===== src/rtl/ring_pkg.sv =====
// Shared ring definitions: packet field layout, NIC register map and helpers.
package ring_pkg;

    localparam int DATA_W  = 64;
    localparam int ADDR_W  = 2;

    localparam int VC_BIT  = 63;
    localparam int DIR_BIT = 62;
    localparam int HOP_HI  = 55;
    localparam int HOP_LO  = 48;
    localparam int SRC_HI  = 47;
    localparam int SRC_LO  = 32;
    localparam int PAY_HI  = 31;
    localparam int PAY_LO  = 0;

    localparam logic [ADDR_W-1:0] ADDR_IN_BUF   = 2'd0;
    localparam logic [ADDR_W-1:0] ADDR_IN_STAT  = 2'd1;
    localparam logic [ADDR_W-1:0] ADDR_OUT_BUF  = 2'd2;
    localparam logic [ADDR_W-1:0] ADDR_OUT_STAT = 2'd3;

    typedef struct packed {
        logic        vc;
        logic        dir;
        logic [5:0]  rsvd;
        logic [7:0]  hop;
        logic [15:0] src;
        logic [31:0] payload;
    } pkt_t;

    function automatic logic pkt_vc(input logic [DATA_W-1:0] p);
        return p[VC_BIT];
    endfunction

endpackage


===== src/rtl/nic_chan_buf.sv =====
// Valid/ready channel buffer of DEPTH 1 or 2; entry 0 is always the head.
// Acceptance uses registered occupancy only, so a full buffer never takes a same-cycle push.
module nic_chan_buf #(
    parameter int W     = 64,
    parameter int DEPTH = 1,
    parameter int CW    = $clog2(DEPTH + 1)
) (
    input  logic          clk,
    input  logic          reset,
    input  logic          in_vld,
    input  logic [W-1:0]  in_data,
    input  logic          out_rdy,
    output logic [W-1:0]  out_data,
    output logic [CW-1:0] count
);

    logic [DEPTH-1:0][W-1:0] mem;
    logic [DEPTH-1:0][W-1:0] shifted;
    logic                    push, pop;
    logic [CW-1:0]           widx;

    assign push     = in_vld && (count != CW'(DEPTH));
    assign pop      = out_rdy && (count != '0);
    assign widx     = count - CW'(pop);
    assign out_data = mem[0];

    for (genvar i = 0; i < DEPTH; i++) begin : g_shift
        if (i < DEPTH - 1) begin : g_mid
            assign shifted[i] = mem[i+1];
        end else begin : g_tail
            assign shifted[i] = mem[i];
        end
    end

    always_ff @(posedge clk or negedge reset) begin
        if (!reset) begin
            mem   <= '0;
            count <= '0;
        end else begin
            for (int i = 0; i < DEPTH; i++) begin
                if (push && widx == CW'(i)) mem[i] <= in_data;
                else if (pop)               mem[i] <= shifted[i];
            end
            count <= count + CW'(push) - CW'(pop);
        end
    end

endmodule


===== src/rtl/ring_nic.sv =====
// PE-side NIC for one ring router port: register-mapped in/out buffers, VC-gated injection.
// NIC_OUT_DEPTH2_EN widens the transmit buffer to a 2-entry FIFO.
module ring_nic #(
    parameter int DATA_W = ring_pkg::DATA_W,
    parameter int ADDR_W = ring_pkg::ADDR_W
) (
    input  logic              clk,
    input  logic              reset,
    input  logic              polarity,
    input  logic [ADDR_W-1:0] addr,
    input  logic [DATA_W-1:0] d_in,
    output logic [DATA_W-1:0] d_out,
    input  logic              nicEn,
    input  logic              nicWrEn,
    output logic              net_so,
    input  logic              net_ro,
    output logic [DATA_W-1:0] net_do,
    input  logic              net_si,
    output logic              net_ri,
    input  logic [DATA_W-1:0] net_di
);
    import ring_pkg::*;

`ifdef NIC_OUT_DEPTH2_EN
    localparam int TX_DEPTH = 2;
`else
    localparam int TX_DEPTH = 1;
`endif
    localparam int TX_CW = $clog2(TX_DEPTH + 1);

    logic              rd_en, wr_en, rd_in_buf, wr_out_buf;
    logic              in_full, vc_match, tx_vld;
    logic [0:0]        rx_cnt;
    logic [TX_CW-1:0]  tx_cnt;
    logic [DATA_W-1:0] in_buf;

    assign rd_en      = nicEn && !nicWrEn;
    assign wr_en      = nicEn && nicWrEn;
    assign rd_in_buf  = rd_en && (addr == ADDR_IN_BUF);
    assign wr_out_buf = wr_en && (addr == ADDR_OUT_BUF);

    nic_chan_buf #(.W(DATA_W), .DEPTH(1), .CW(1)) u_rx (
        .clk      (clk),
        .reset    (reset),
        .in_vld   (net_si),
        .in_data  (net_di),
        .out_rdy  (rd_in_buf),
        .out_data (in_buf),
        .count    (rx_cnt)
    );

    assign in_full = rx_cnt[0];
    assign net_ri  = !in_full;

    // Departure only on a cycle whose polarity serves the head packet's VC.
    assign tx_vld   = (tx_cnt != '0);
    assign vc_match = (pkt_vc(net_do) == polarity);
    assign net_so   = tx_vld && vc_match;

    nic_chan_buf #(.W(DATA_W), .DEPTH(TX_DEPTH), .CW(TX_CW)) u_tx (
        .clk      (clk),
        .reset    (reset),
        .in_vld   (wr_out_buf),
        .in_data  (d_in),
        .out_rdy  (net_ro && vc_match),
        .out_data (net_do),
        .count    (tx_cnt)
    );

    // With one entry the occupancy is exactly out_full; with two it is the FIFO count.
    always_comb begin
        d_out = '0;
        if (rd_en) begin
            case (addr)
                ADDR_IN_BUF:   d_out = in_buf;
                ADDR_IN_STAT:  d_out = DATA_W'(in_full);
                ADDR_OUT_STAT: d_out = DATA_W'(tx_cnt);
                default:       d_out = '0;
            endcase
        end
    end

endmodule


===== config.mk =====
export PLATFORM = sky130hd
export DESIGN_NAME = ring_nic
export DESIGN_NICKNAME = d
export VERILOG_FILES = /design/src/rtl/ring_pkg.sv /design/src/rtl/nic_chan_buf.sv /design/src/rtl/ring_nic.sv
export SDC_FILE = /design/constraint.sdc
export NUM_CORES = 1
export LEC_CHECK = 0
export BUFFER_PORTS_ARGS = -buffer_cell sky130_fd_sc_hd__buf_2
export CORE_ASPECT_RATIO = 0.7
export CORE_MARGIN = 3
export CORE_UTILIZATION = 49
export CTS_BUF_LIST = sky130_fd_sc_hd__clkbuf_4
export DETAILED_ROUTE_END_ITERATION = 8
export GPL_TIMING_DRIVEN = 0
export PLACE_DENSITY = 0.83
export SLEW_MARGIN = 20
export SYNTH_ARGS = -nofsm -noshare
export SYNTH_HDL_FRONTEND = slang
export SYNTH_HIERARCHICAL = 1
export SYNTH_SLANG_ARGS = --single-unit

===== constraint.sdc =====
create_clock -name clk -period 1.8 [get_ports clk]
set_input_delay 0.36 -clock clk [delete_from_list [all_inputs] [get_ports clk]]
set_output_delay 0.36 -clock clk [all_outputs]
set_load 0.05 [all_outputs]

==> reports/summary.txt <==
crit path launch type: input pin
routed len/inst: 20.13 um
Horiz. Die Dim: 137.0 um
Comb power frac: 0.447
Fin. Hold Viols: 0
sequential fraction of design power: 0.396
Crit Path Category: in -> out
Clock Sinks: 130
Final Cell Area: 8795 um^2
die area: 13,380 um^2
Area Overhead vs Synth: 49.43%
fillers: 648
synth cell count leaders: 130 x dfrtp_1, 98 x mux2_4, 65 x and2_1
crit end category: output port
Worst EP required: 1.44 ns
relative slew slack: 0.7034
vias in the first global route: 4,675
placed cell area: 7461 um^2
Max Clk Rate: 532.7 MHz
max-cap violations: 0
Yosys warnings: 6
Post-synth EDFFs: 0
Final nets: 798
main area contributors after synthesis: dfrtp_1 55%, mux2_4 25%, and2_1 6.9%, mux2_2 5.7%, buf_12 4.1%
Static Leakage: 0.004375 uW
Syn Inst Count: 359
TritonCTS clock tree: done
CTS buffer count: 17
Tcrit/Tclk final: 1.043
Die Height: 97.70 um
first drt pass iteration count: 4
DRT Wirelength: 16,670 um
Core ar.: 11,370 um^2
vias per cell: 5.004
failing checks: negative setup slack
Bufs on Longest Clock Path: 2
Iteration-0 DRC Markers: 113
Worst-Margin Slew: 0.4449 ns
largest net degree at the start of global routing: 84
Final setup viols: 41
cell-internal power: 7314 uW
Synth top area share: 0.5527
post-synthesis cell area: 5886 um^2
clk_skew: 0.02367 ns
leading area contributor after synthesis: dfrtp_1
Distinct cells, synth: 17
Clk pin slew, worst setup/hold paths: 0.13 ns
Skew-Pair Late Insertion Delay: 0.50 ns
# DRC: 0
Crit Path Max Fanout: 8
CP arrival: 1.52 ns
#FFs+latches synth: 130
Layout Cells excl Fill: 828
RSZ-0062 raised after global routing: true
sw frac: 0.3982
dominant synthesized flop cell: dfrtp_1
first-pass GRT wire length: 24,780 um
status: finished, violations left
ratio of cells with drive above 1 in the final layout: 0.7908
Pins Over Slew Limit: 0
Final min period: 1.877 ns
initial antenna violation count: 1
GRT Total Usage: 0.2409
placed cells: 779
Initial Util: 0.5176
Placer Congestion: 0.8015
Hold Crit Class: in -> reg
Clk network pwr share: 0.157
Max VDD drop: 0.8754 mV
Syn Nets: 496
worst setup margin: -0.07735 ns
hpwl dp: 10,680 um
sequential area share after synthesis: 0.5527
Synth Area per Inst: 16.39 um^2
pwr dens: 1382 nW/um^2
CTS H-tree lvls: 4
PortBufs: 266
clock tree root driver cell: clkbuf_4
ANT nets after route: 0
IO Pins: 267
row count: 32
Psw: 4840 uW
Async SR Flop Fraction: 1.000
Setup TNS: -2.335 ns
via count of the routed design: 4,143
most frequent cell after synthesis: dfrtp_1
Remaining Overflow, GRT: 0
## kinds of logic after synthesis
group,synth area share
buffers and inverters,0.05208
AND/OR/NAND/NOR,0.07929
XOR/XNOR,0.001488
multiplexers,0.3091
AO/OA/AOI/OAI,0.005315
flip-flops,0.5527
## area by class of cell
type                    instances  area [um^2]  share of cell area
flip-flops and latches        130         3256              0.3702
clock inverters                13        126.4             0.01437
inverters                       5        18.77            0.002134
clock buffers                  19        142.6             0.01622
plain buffers                  20        341.6             0.03884
diodes                          1        2.502           0.0002845
well taps                     153        191.4             0.02177
multi-input cells             204         2515              0.2860
repair buffers                283         2201              0.2502
## layout by cell type, fill, tap and decap left out, types with 5 or more instances in the layout
cell type	Yosys	routed
buf_2	0	197
inv_6	0	5
inv_1	5	5
mux2_2	30	30
dfrtp_1	130	128
buf_6	0	6
buf_12	12	12
mux2_4	98	98
and2_4	0	62
clkbuf_4	0	21
buf_4	3	10
buf_8	0	73
## metal layers
layer | global-route usage | part of all wire
met1 | 0.2773 | 0.38
met2 | 0.4185 | 0.53
met3 | 0.06522 | 0.062
met4 | 0.1043 | 0.029
met5 | 0 | 0
## what timing repair did
item                                    in CTS  in global routing
hold buffers                                 1                  0
gates cloned                                 5                  2
pin swaps                                   10                 25
endpoints found under the hold margin       47                  0
buffers inserted                             5                  5
endpoints found under the setup margin      65                 66
resized for setup                          199                 95
## power groups by stage
stage	combinational, uW	clock, uW	sequential [uW]
after floorplan	2500	0	6090
after detailed placement	5040	0	4760
after CTS	5270	1950	4750
after global placement	4930	0	4670
after global routing	5640	2090	4970
final	5430	1900	4820
## final timing paths
path | from | to | slack [ns] | cells after the start
min | net_di[53] | u_rx/out_data[53] | 0.08 | 2
min in group asynchronous | reset | u_rx/out_data[50] | 0.34 | 2
max in group asynchronous | reset | u_tx/out_data[22] | 0.70 | 3
max reg2reg | u_tx/count | u_tx/out_data[18] | 0.30 | 5
max | addr[0] | d_out[25] | -0.08 | 6
min reg2reg | u_rx/out_data[2] | u_rx/out_data[2] | 0.52 | 1
## sequential cells by signal, indices dropped and copies added (netlist names)
register	cells
u_tx/out_data	64
u_rx/out_data	64
u_tx/count	1
u_rx/count	1
## through the flow
step,setup slack (ns),hold WS (ns),total power [uW],utilization
floorplan,0.02107,0.06441,8591,-
global placement,-1.228,0.4807,9597,0.6532
detailed placement,-0.3492,0.3261,9796,0.6561
CTS,-0.1069,0.02231,11970,0.7424
global route,-0.1402,0.01532,12690,0.7734
finish,-0.07735,0.07988,12150,0.7734
## worst max-delay path: stages
cell and delay, ns:
buf_8 0.10, nor4b_4 0.36, buf_6 0.25, buf_8 0.14, and2_4 0.16, buf_8 0.14
Power figures use the tool's default switching activity.
